### src/rtl/mantissa_multiplier_pkg.sv
// Shared constants and Dadda height helpers for the
// significand multiplier's carry-save reduction tree.
package fp_mant_pkg;

  localparam int MANT_W_HALF   = 11;
  localparam int MANT_W_SINGLE = 24;

  function automatic int dadda_height(input int j);
    int d;
    d = 2;
    for (int k = 0; k < j; k++) d = (d * 3) / 2;
    return d;
  endfunction

  function automatic int dadda_stages(input int n);
    int s;
    s = 0;
    while (dadda_height(s) < n) s++;
    return s;
  endfunction

  // Row count entering stage st; st == stages gives the final 2 rows
  function automatic int stage_height(input int n, input int st);
    int t;
    t = dadda_stages(n);
    if (st == 0) return n;
    return dadda_height(t - st);
  endfunction

endpackage

### src/rtl/mantissa_multiplier_full_adder.sv
// One-bit full adder, the 3:2 cell of the
// multiplier's carry-save reduction tree.
module full_adder (
  input  logic a,
  input  logic b,
  input  logic cin,
  output logic s,
  output logic cout
);

  assign s    = a ^ b ^ cin;
  assign cout = (a & b) | (cin & (a ^ b));

endmodule

### src/rtl/mantissa_multiplier.sv
// Exact unsigned N x N significand multiplier: AND array,
// Dadda-height carry-save tree, final CPA, one output register.
module mantissa_multiplier
  import fp_mant_pkg::*;
#(
  parameter int N = MANT_W_HALF
) (
  input  logic           clk,
  input  logic           rst,
  input  logic [N-1:0]   A,
  input  logic [N-1:0]   B,
  input  logic           in_valid,
  output logic [2*N-1:0] result,
  output logic           out_valid
);

  localparam int W   = 2 * N;
  localparam int STG = dadda_stages(N);

  logic [W-1:0] w_pp [N];
  logic [W-1:0] w_fa;
  logic [W-1:0] w_fb;
  logic [W-1:0] prod_comb;
  logic [W-1:0] r_result;
  logic         r_valid;

  for (genvar i = 0; i < N; i++) begin : g_pp
    assign w_pp[i] = {{N{1'b0}}, A & {N{B[i]}}} << i;
  end

  // Each stage applies just enough row compressors to hit
  // the next lower Dadda height; leftover rows pass through.
  for (genvar s = 0; s < STG; s++) begin : g_st
    localparam int HI = stage_height(N, s);
    localparam int HO = stage_height(N, s + 1);
    localparam int NC = HI - HO;
    localparam int NP = HI - 3 * NC;

    logic [W-1:0] w_in  [HI];
    logic [W-1:0] w_out [HO];

    for (genvar r = 0; r < HI; r++) begin : g_src
      if (s == 0) begin : g_first
        assign w_in[r] = w_pp[r];
      end else begin : g_next
        assign w_in[r] = g_st[s-1].w_out[r];
      end
    end

    for (genvar c = 0; c < NC; c++) begin : g_csa
      logic [W-1:0] w_s;
      logic [W-2:0] w_c;
      for (genvar b = 0; b < W - 1; b++) begin : g_bit
        full_adder u_fa (
          .a    (w_in[3*c][b]),
          .b    (w_in[3*c+1][b]),
          .cin  (w_in[3*c+2][b]),
          .s    (w_s[b]),
          .cout (w_c[b])
        );
      end
      // Top carry falls off the 2N-bit range; product never needs it
      assign w_s[W-1] = w_in[3*c][W-1] ^ w_in[3*c+1][W-1]
                      ^ w_in[3*c+2][W-1];
      assign w_out[2*c]   = w_s;
      assign w_out[2*c+1] = {w_c, 1'b0};
    end

    for (genvar p = 0; p < NP; p++) begin : g_pass
      assign w_out[2*NC+p] = w_in[3*NC+p];
    end
  end

  if (STG == 0) begin : g_fin0
    assign w_fa = w_pp[0];
    assign w_fb = w_pp[1];
  end else begin : g_fin
    assign w_fa = g_st[STG-1].w_out[0];
    assign w_fb = g_st[STG-1].w_out[1];
  end

  assign prod_comb = w_fa + w_fb;

  always_ff @(posedge clk) begin
    if (rst) begin
      r_result <= '0;
      r_valid  <= 1'b0;
    end else begin
      r_valid <= in_valid;
      if (in_valid) r_result <= prod_comb;
    end
  end

  assign result    = r_result;
  assign out_valid = r_valid;

endmodule

### config.mk
export PLATFORM = sky130hd
export DESIGN_NAME = mantissa_multiplier
export DESIGN_NICKNAME = d
export VERILOG_FILES = /design/src/rtl/mantissa_multiplier_pkg.sv /design/src/rtl/mantissa_multiplier_full_adder.sv /design/src/rtl/mantissa_multiplier.sv
export SDC_FILE = /design/constraint.sdc
export NUM_CORES = 1
export LEC_CHECK = 0
export BUFFER_PORTS_ARGS = -buffer_cell sky130_fd_sc_hd__buf_4
export CAP_MARGIN = 15
export CORE_MARGIN = 2
export CORE_UTILIZATION = 45
export CTS_CLUSTER_DIAMETER = 40
export DETAILED_ROUTE_END_ITERATION = 10
export GPL_TIMING_DRIVEN = 0
export PLACE_DENSITY = 0.69
export SYNTH_ARGS = -nofsm -noshare
export SYNTH_HDL_FRONTEND = slang
export SYNTH_SLANG_ARGS = --single-unit
### constraint.sdc
create_clock -name clk -period 7.48 [get_ports clk]
set_input_delay 1.496 -clock clk [delete_from_list [all_inputs] [get_ports clk]]
set_output_delay 1.496 -clock clk [all_outputs]
set_load 0.01 [all_outputs]
Yosys cells after proc, flatten, opt, wreduce, memory -nomap -nowiden:

Cells that the tools add are included.

* register bits: 23
* input port bits: 25

* add/subtract/negate cells: 1
* bitwise logic cells: 482

Operators with widths (count)
* 1-bit AND: 194
* 1-bit XOR: 194
* 11-bit AND: 11
* 1-bit OR: 83
* 22-bit adder: 1

Longest topological paths before layout:

* depth after elaboration: 17
* gate-level depth with buffers: 19
* gate-level depth less buffers: 18

By module:

Synthesis repeated with hierarchy kept, for this count alone.

* cells, all modules: 562
* area, all modules: 6497.5 um2

Modules (own cells, without submodules)
* full_adder: times used 189, cells each 1, area each 20.0 um2, seq. area each 0.0 um2
* mantissa_multiplier: times used 1, cells each 373, area each 2713.9 um2, seq. area each 460.4 um2

Worst setup path before layout:

OpenSTA, ideal clock, no wires.

* kind: input to register
* start point: input A[10]
* end point: register r_result[15] (netlist: result[15])
* library setup time: 117 ps
* arrival time: 5878 ps
* path slack: 1485 ps
* stages on the path: 16
* path buffers: 1
* cells stage by stage: clkbuf_1 > and2_1 > fa_1 > fa_1 > fa_1 > fa_1 > inv_1 > fa_1 > inv_1 > ha_1 > a21oi_4 > nand2_2 > o211ai_2 > a21oi_1 > or3_1 > a32o_1

* cells in the longest elaborated chain, start to end: 17
* elaborated cells on any way between the ends: 122
* classes of those cells: add/sub: 1; bitwise: 121

Ends and longest elaborated chain
* start: declaration: RTL line mantissa_multiplier.sv:10 `input logic [N-1:0] A,`
* 11-bit AND: RTL line mantissa_multiplier.sv:28 `assign w_pp[i] = {{N{1'b0}}, A & {N{B[i]}}} << i;`
* 1-bit XOR: RTL line mantissa_multiplier_full_adder.sv:11, mantissa_multiplier_full_adder.sv:12
* 1-bit AND: RTL line mantissa_multiplier_full_adder.sv:12 `assign cout = (a & b) | (cin & (a ^ b));`
* 1-bit OR: RTL line mantissa_multiplier_full_adder.sv:12
* 1-bit XOR: RTL line mantissa_multiplier_full_adder.sv:11, mantissa_multiplier_full_adder.sv:12
* 1-bit AND: RTL line mantissa_multiplier_full_adder.sv:12
* 1-bit OR: RTL line mantissa_multiplier_full_adder.sv:12
* 1-bit XOR: RTL line mantissa_multiplier_full_adder.sv:11, mantissa_multiplier_full_adder.sv:12
* 1-bit AND: RTL line mantissa_multiplier_full_adder.sv:12
* 1-bit OR: RTL line mantissa_multiplier_full_adder.sv:12
* 1-bit XOR: RTL line mantissa_multiplier_full_adder.sv:11, mantissa_multiplier_full_adder.sv:12
* 1-bit AND: RTL line mantissa_multiplier_full_adder.sv:12
* 1-bit OR: RTL line mantissa_multiplier_full_adder.sv:12
* 1-bit XOR: RTL line mantissa_multiplier_full_adder.sv:11, mantissa_multiplier_full_adder.sv:12
* 1-bit AND: RTL line mantissa_multiplier_full_adder.sv:12
* 1-bit OR: RTL line mantissa_multiplier_full_adder.sv:12
* 22-bit adder (*): RTL line mantissa_multiplier.sv:82 `assign prod_comb = w_fa + w_fb;`
* end signal: assignment: RTL line mantissa_multiplier.sv:90 `if (in_valid) r_result <= prod_comb;`
* end: declaration: RTL line mantissa_multiplier.sv:24 `logic [W-1:0] r_result;`

Mark *: on every way between the ends. The rest lies on a longest branch, timed or not.
A chain may end at the register's enable or synchronous reset.

Worst setup path after layout:

* start point: input B[0]
* end point: register r_result[15] (netlist: result[15])

* cells in the longest elaborated chain, start to end: 17
* elaborated cells on any way between the ends: 219
* classes of those cells: add/sub: 1; bitwise: 218

Ends and longest elaborated chain
* start: declaration: RTL line mantissa_multiplier.sv:11 `input logic [N-1:0] B,`
* 11-bit AND (*): RTL line mantissa_multiplier.sv:28
* 1-bit XOR: RTL line mantissa_multiplier_full_adder.sv:11, mantissa_multiplier_full_adder.sv:12
* 1-bit AND: RTL line mantissa_multiplier_full_adder.sv:12
* 1-bit OR: RTL line mantissa_multiplier_full_adder.sv:12
* 1-bit XOR: RTL line mantissa_multiplier_full_adder.sv:11, mantissa_multiplier_full_adder.sv:12
* 1-bit AND: RTL line mantissa_multiplier_full_adder.sv:12
* 1-bit OR: RTL line mantissa_multiplier_full_adder.sv:12
* 1-bit XOR: RTL line mantissa_multiplier_full_adder.sv:11, mantissa_multiplier_full_adder.sv:12
* 1-bit AND: RTL line mantissa_multiplier_full_adder.sv:12
* 1-bit OR: RTL line mantissa_multiplier_full_adder.sv:12
* 1-bit XOR: RTL line mantissa_multiplier_full_adder.sv:11, mantissa_multiplier_full_adder.sv:12
* 1-bit AND: RTL line mantissa_multiplier_full_adder.sv:12
* 1-bit OR: RTL line mantissa_multiplier_full_adder.sv:12
* 1-bit XOR: RTL line mantissa_multiplier_full_adder.sv:11, mantissa_multiplier_full_adder.sv:12
* 1-bit AND: RTL line mantissa_multiplier_full_adder.sv:12
* 1-bit OR: RTL line mantissa_multiplier_full_adder.sv:12
* 22-bit adder (*): RTL line mantissa_multiplier.sv:82

Marks and branches as above.

==> results.json <==
{
  "synthArstFlopShare_pct": 0,
  "slew_headroom_pct": 57.53,
  "wl_mm": 8.921,
  "cts.repair.resized": 0,
  "muxShareOfSynthArea_pct": 2.215,
  "cp_max_fo": 10,
  "yosysWarnings": 0,
  "synthAdderAreaFrac_pct": 49.02,
  "fin_tns_setup_ps": 0,
  "antenna_found_initial": 0,
  "p_leak_nw": 2.513,
  "ys_seq_elements": 23,
  "rr_startpoint": "result[21]",
  "setup_violations": 0,
  "cts_hold_buf": 0,
  "core_area_um2": 9774,
  "grt_pass1_vias": 3590,
  "layout_min_cycle_time_ps": 6211,
  "r2r_cells": 3,
  "drc_errors": 0,
  "synth_top_family_by_area": "adder cells",
  "cp.required_ps": 7650,
  "grt_setup_unrepaired": "no",
  "ios": 48,
  "critPathCaptureType": "register",
  "syn_nets": 647,
  "multi_input_area_um2": 3656,
  "numPortBuffers": 47,
  "rows": 36,
  "fin_nets": 699,
  "syn-instance-count": 496,
  "dieArea_um2": 10860,
  "worstSkewPairLatency_ps": 270,
  "track_usage_pct": 17.59,
  "slew_viol_final": 0,
  "hp-start": "result[16]",
  "peakVddDrop_mv": 0.1621,
  "drt_iter0_markers": 122,
  "die-height_um": 104.2,
  "detail-route-antenna-nets": 0,
  "finalHoldViolations": 0,
  "dp_hpwl_mm": 7.788,
  "grt_start_max_net_pins": 14,
  "outcome": "completed",
  "synth_area_um2": 4518,
  "drive_above_1_share_pct": 10.42,
  "synth-main-ff-cell": "dfxtp_1",
  "diodes": 0,
  "power_w": 0.001482,
  "p_per_area_nw_per_um2": 291.4,
  "grt_overflow": 0,
  "synth_xor_area_share_pct": 1.939,
  "cts_tree": "built",
  "period_share_pct": 83.04,
  "area_delta_synth_final_pct": 12.52,
  "clockBufferDepth": 2,
  "ys_seq_area_share_pct": 10.19,
  "max_slew.worst_pin.slew_ps": 637.0,
  "cts_setup_buffers": 0,
  "start_util_pct": 46.22,
  "whs_endpoint": "result[16]",
  "cts_max_level": 1,
  "critPathKind": "in -> reg",
  "regArea_um2": 460.4,
  "via_per_inst": 5.032,
  "skew_ps": 0,
  "root_buffer": "clkbuf_8",
  "dr_total_vias": 3422,
  "cts.sinks": 23,
  "gp_congestion": 0.8138,
  "synth_compound_area_share_pct": 7.339,
  "fill_cells": 933,
  "reg2reg_to": "result[21]",
  "synth-simple-area-share_pct": 20.41,
  "r2r_setup_slack_ps": 6530,
  "synth_enable_flop_cells": 0,
  "wl_per_cell_um": 13.12,
  "numCtsBuffers": 3,
  "arrival_ps": 6380,
  "grt_pass1_wl_mm": 15.92,
  "cap_viol_max_count": 0,
  "clk_pin_slew_ps": 90,
  "hold_depth": 2,
  "start_kind": "primary input",
  "firstDrtPassIters": 4,
  "die_w_um": 104.2,
  "hold_class": "reg -> reg",
  "synth_cell_type_count": 42,
  "max_freq_mhz": 161.0,
  "synth.avg_cell_area_um2": 9.109
}
## report_power, final
group          internal (W)  switching, W  leakage [nW]
Clock             0.0000372     0.0000398        0.0255
Sequential         0.000156     0.0000159         0.190
Combinational      0.000551      0.000682          2.30
## placed cells by master (no fill, tap or decap), drive strengths merged, types with 2 or more instances in the layout
| cell | instances |
|---|---|
| and2 | 87 |
| fa | 85 |
| inv | 80 |
| buf | 50 |
| nand2 | 44 |
| ha | 41 |
| clkbuf | 27 |
| dfxtp | 23 |
| nor2 | 20 |
| a21oi | 15 |
| mux2i | 10 |
| nand2b | 9 |
| xnor2 | 7 |
| o21ai | 7 |
| nand3 | 5 |
| a31oi | 4 |
| xor2 | 3 |
| o22ai | 3 |
| o32ai | 3 |
| o211ai | 3 |
| nor2b | 2 |
| o21a | 2 |
| and3 | 2 |
| or3 | 2 |
| a211oi | 2 |
## worst max path at each step
stage | from | end | slack [ps] | cells past startpoint
3_3_place_gp | B[0] | result[15] | 990 | 17
4_1_cts | B[0] | result[15] | 1230 | 17
2_1_floorplan | A[10] | result[15] | 1480 | 16
5_1_grt | B[0] | result[21] | 1000 | 16
3_5_place_dp | B[0] | result[15] | 960 | 17
6_report | B[0] | result[15] | 1270 | 17
## registers in the layout (all words and copies together) (netlist names)
| name | flops |
|---|---|
| result | 22 |
| out_valid | 1 |
## Yosys cell counts, types with 2 or more instances
library cell / number / area (µm²)
and2_1: 87 / 544.3
fa_1: 85 / 1702
inv_1: 79 / 296.5
nand2_1: 43 / 161.4
ha_1: 41 / 513.0
clkbuf_1: 24 / 90.09
dfxtp_1: 23 / 460.4
nor2_1: 20 / 75.07
a21oi_1: 14 / 70.07
mux2i_1: 10 / 100.1
nand2b_1: 9 / 56.30
xnor2_1: 7 / 61.31
nand3_1: 5 / 25.02
o21ai_1: 5 / 25.02
a31oi_1: 3 / 18.77
buf_1: 3 / 11.26
o22ai_1: 3 / 18.77
o32ai_1: 3 / 26.28
xor2_1: 3 / 26.28
and3_1: 2 / 12.51
nor2b_1: 2 / 12.51
o211ai_1: 2 / 15.01
o21a_1: 2 / 15.01
o21ai_0: 2 / 10.01
or3_1: 2 / 12.51
## logic make-up after synthesis
logic type,after synthesis
buffers and inverters,107
adders and majority gates,126
DFF,23
and+or+nand+nor,173
AOI/OAI and AO/OA,47
xor gates and xnor gates,10
muxes,10
## worst max-delay path, cell delays in order
cell and delay [ps]:
buf_4 80, clkbuf_1 380, and2_1 240, fa_1 430, fa_1 540, fa_1 530
fa_1 540, inv_1 50, fa_1 530, inv_1 40, ha_1 360, a21oi_4 200
nand2_2 90, o211ai_2 190, a21oi_1 100, or3_1 320, a32o_1 240
## cell type report
class,count,share of cell area (%)
plain buffers,27,1.994
multi-input cells,366,71.92
inverters,80,5.907
clock inverters,1,0.09845
well taps,133,3.273
flip-flops and latches,23,9.057
repair buffers,47,6.941
clock buffers,3,0.8122
## per-layer routing
| metal | part of all wire (%) | GRT usage [%] | vias up |
|---|---|---|---|
| met5 | 0 | 0 | - |
| met4 | 0.90 | 2.799 | 0 |
| met3 | 2.9 | 2.068 | 8 |
| met2 | 54 | 32.38 | 52 |
| met1 | 42 | 22.57 | 1735 |
| li1 | - | - | 1627 |
## metrics by stage
stage | hold WS [ps] | worst slack [ps] | instances | util (%) | cell area, µm²
floorplan | 469.7 | 1485 | 496 | - | 4518
global placement | 446.7 | 989.1 | 676 | 51.54 | 5037
detailed placement | 448.6 | 959.6 | 676 | 51.54 | 5037
CTS | 462.5 | 1233 | 680 | 52.01 | 5084
global route | 479.3 | 1004 | 680 | 52.01 | 5084
finish | 463.3 | 1269 | 680 | 52.01 | 5084
No activity file was read; power rests on OpenSTA's default activity.
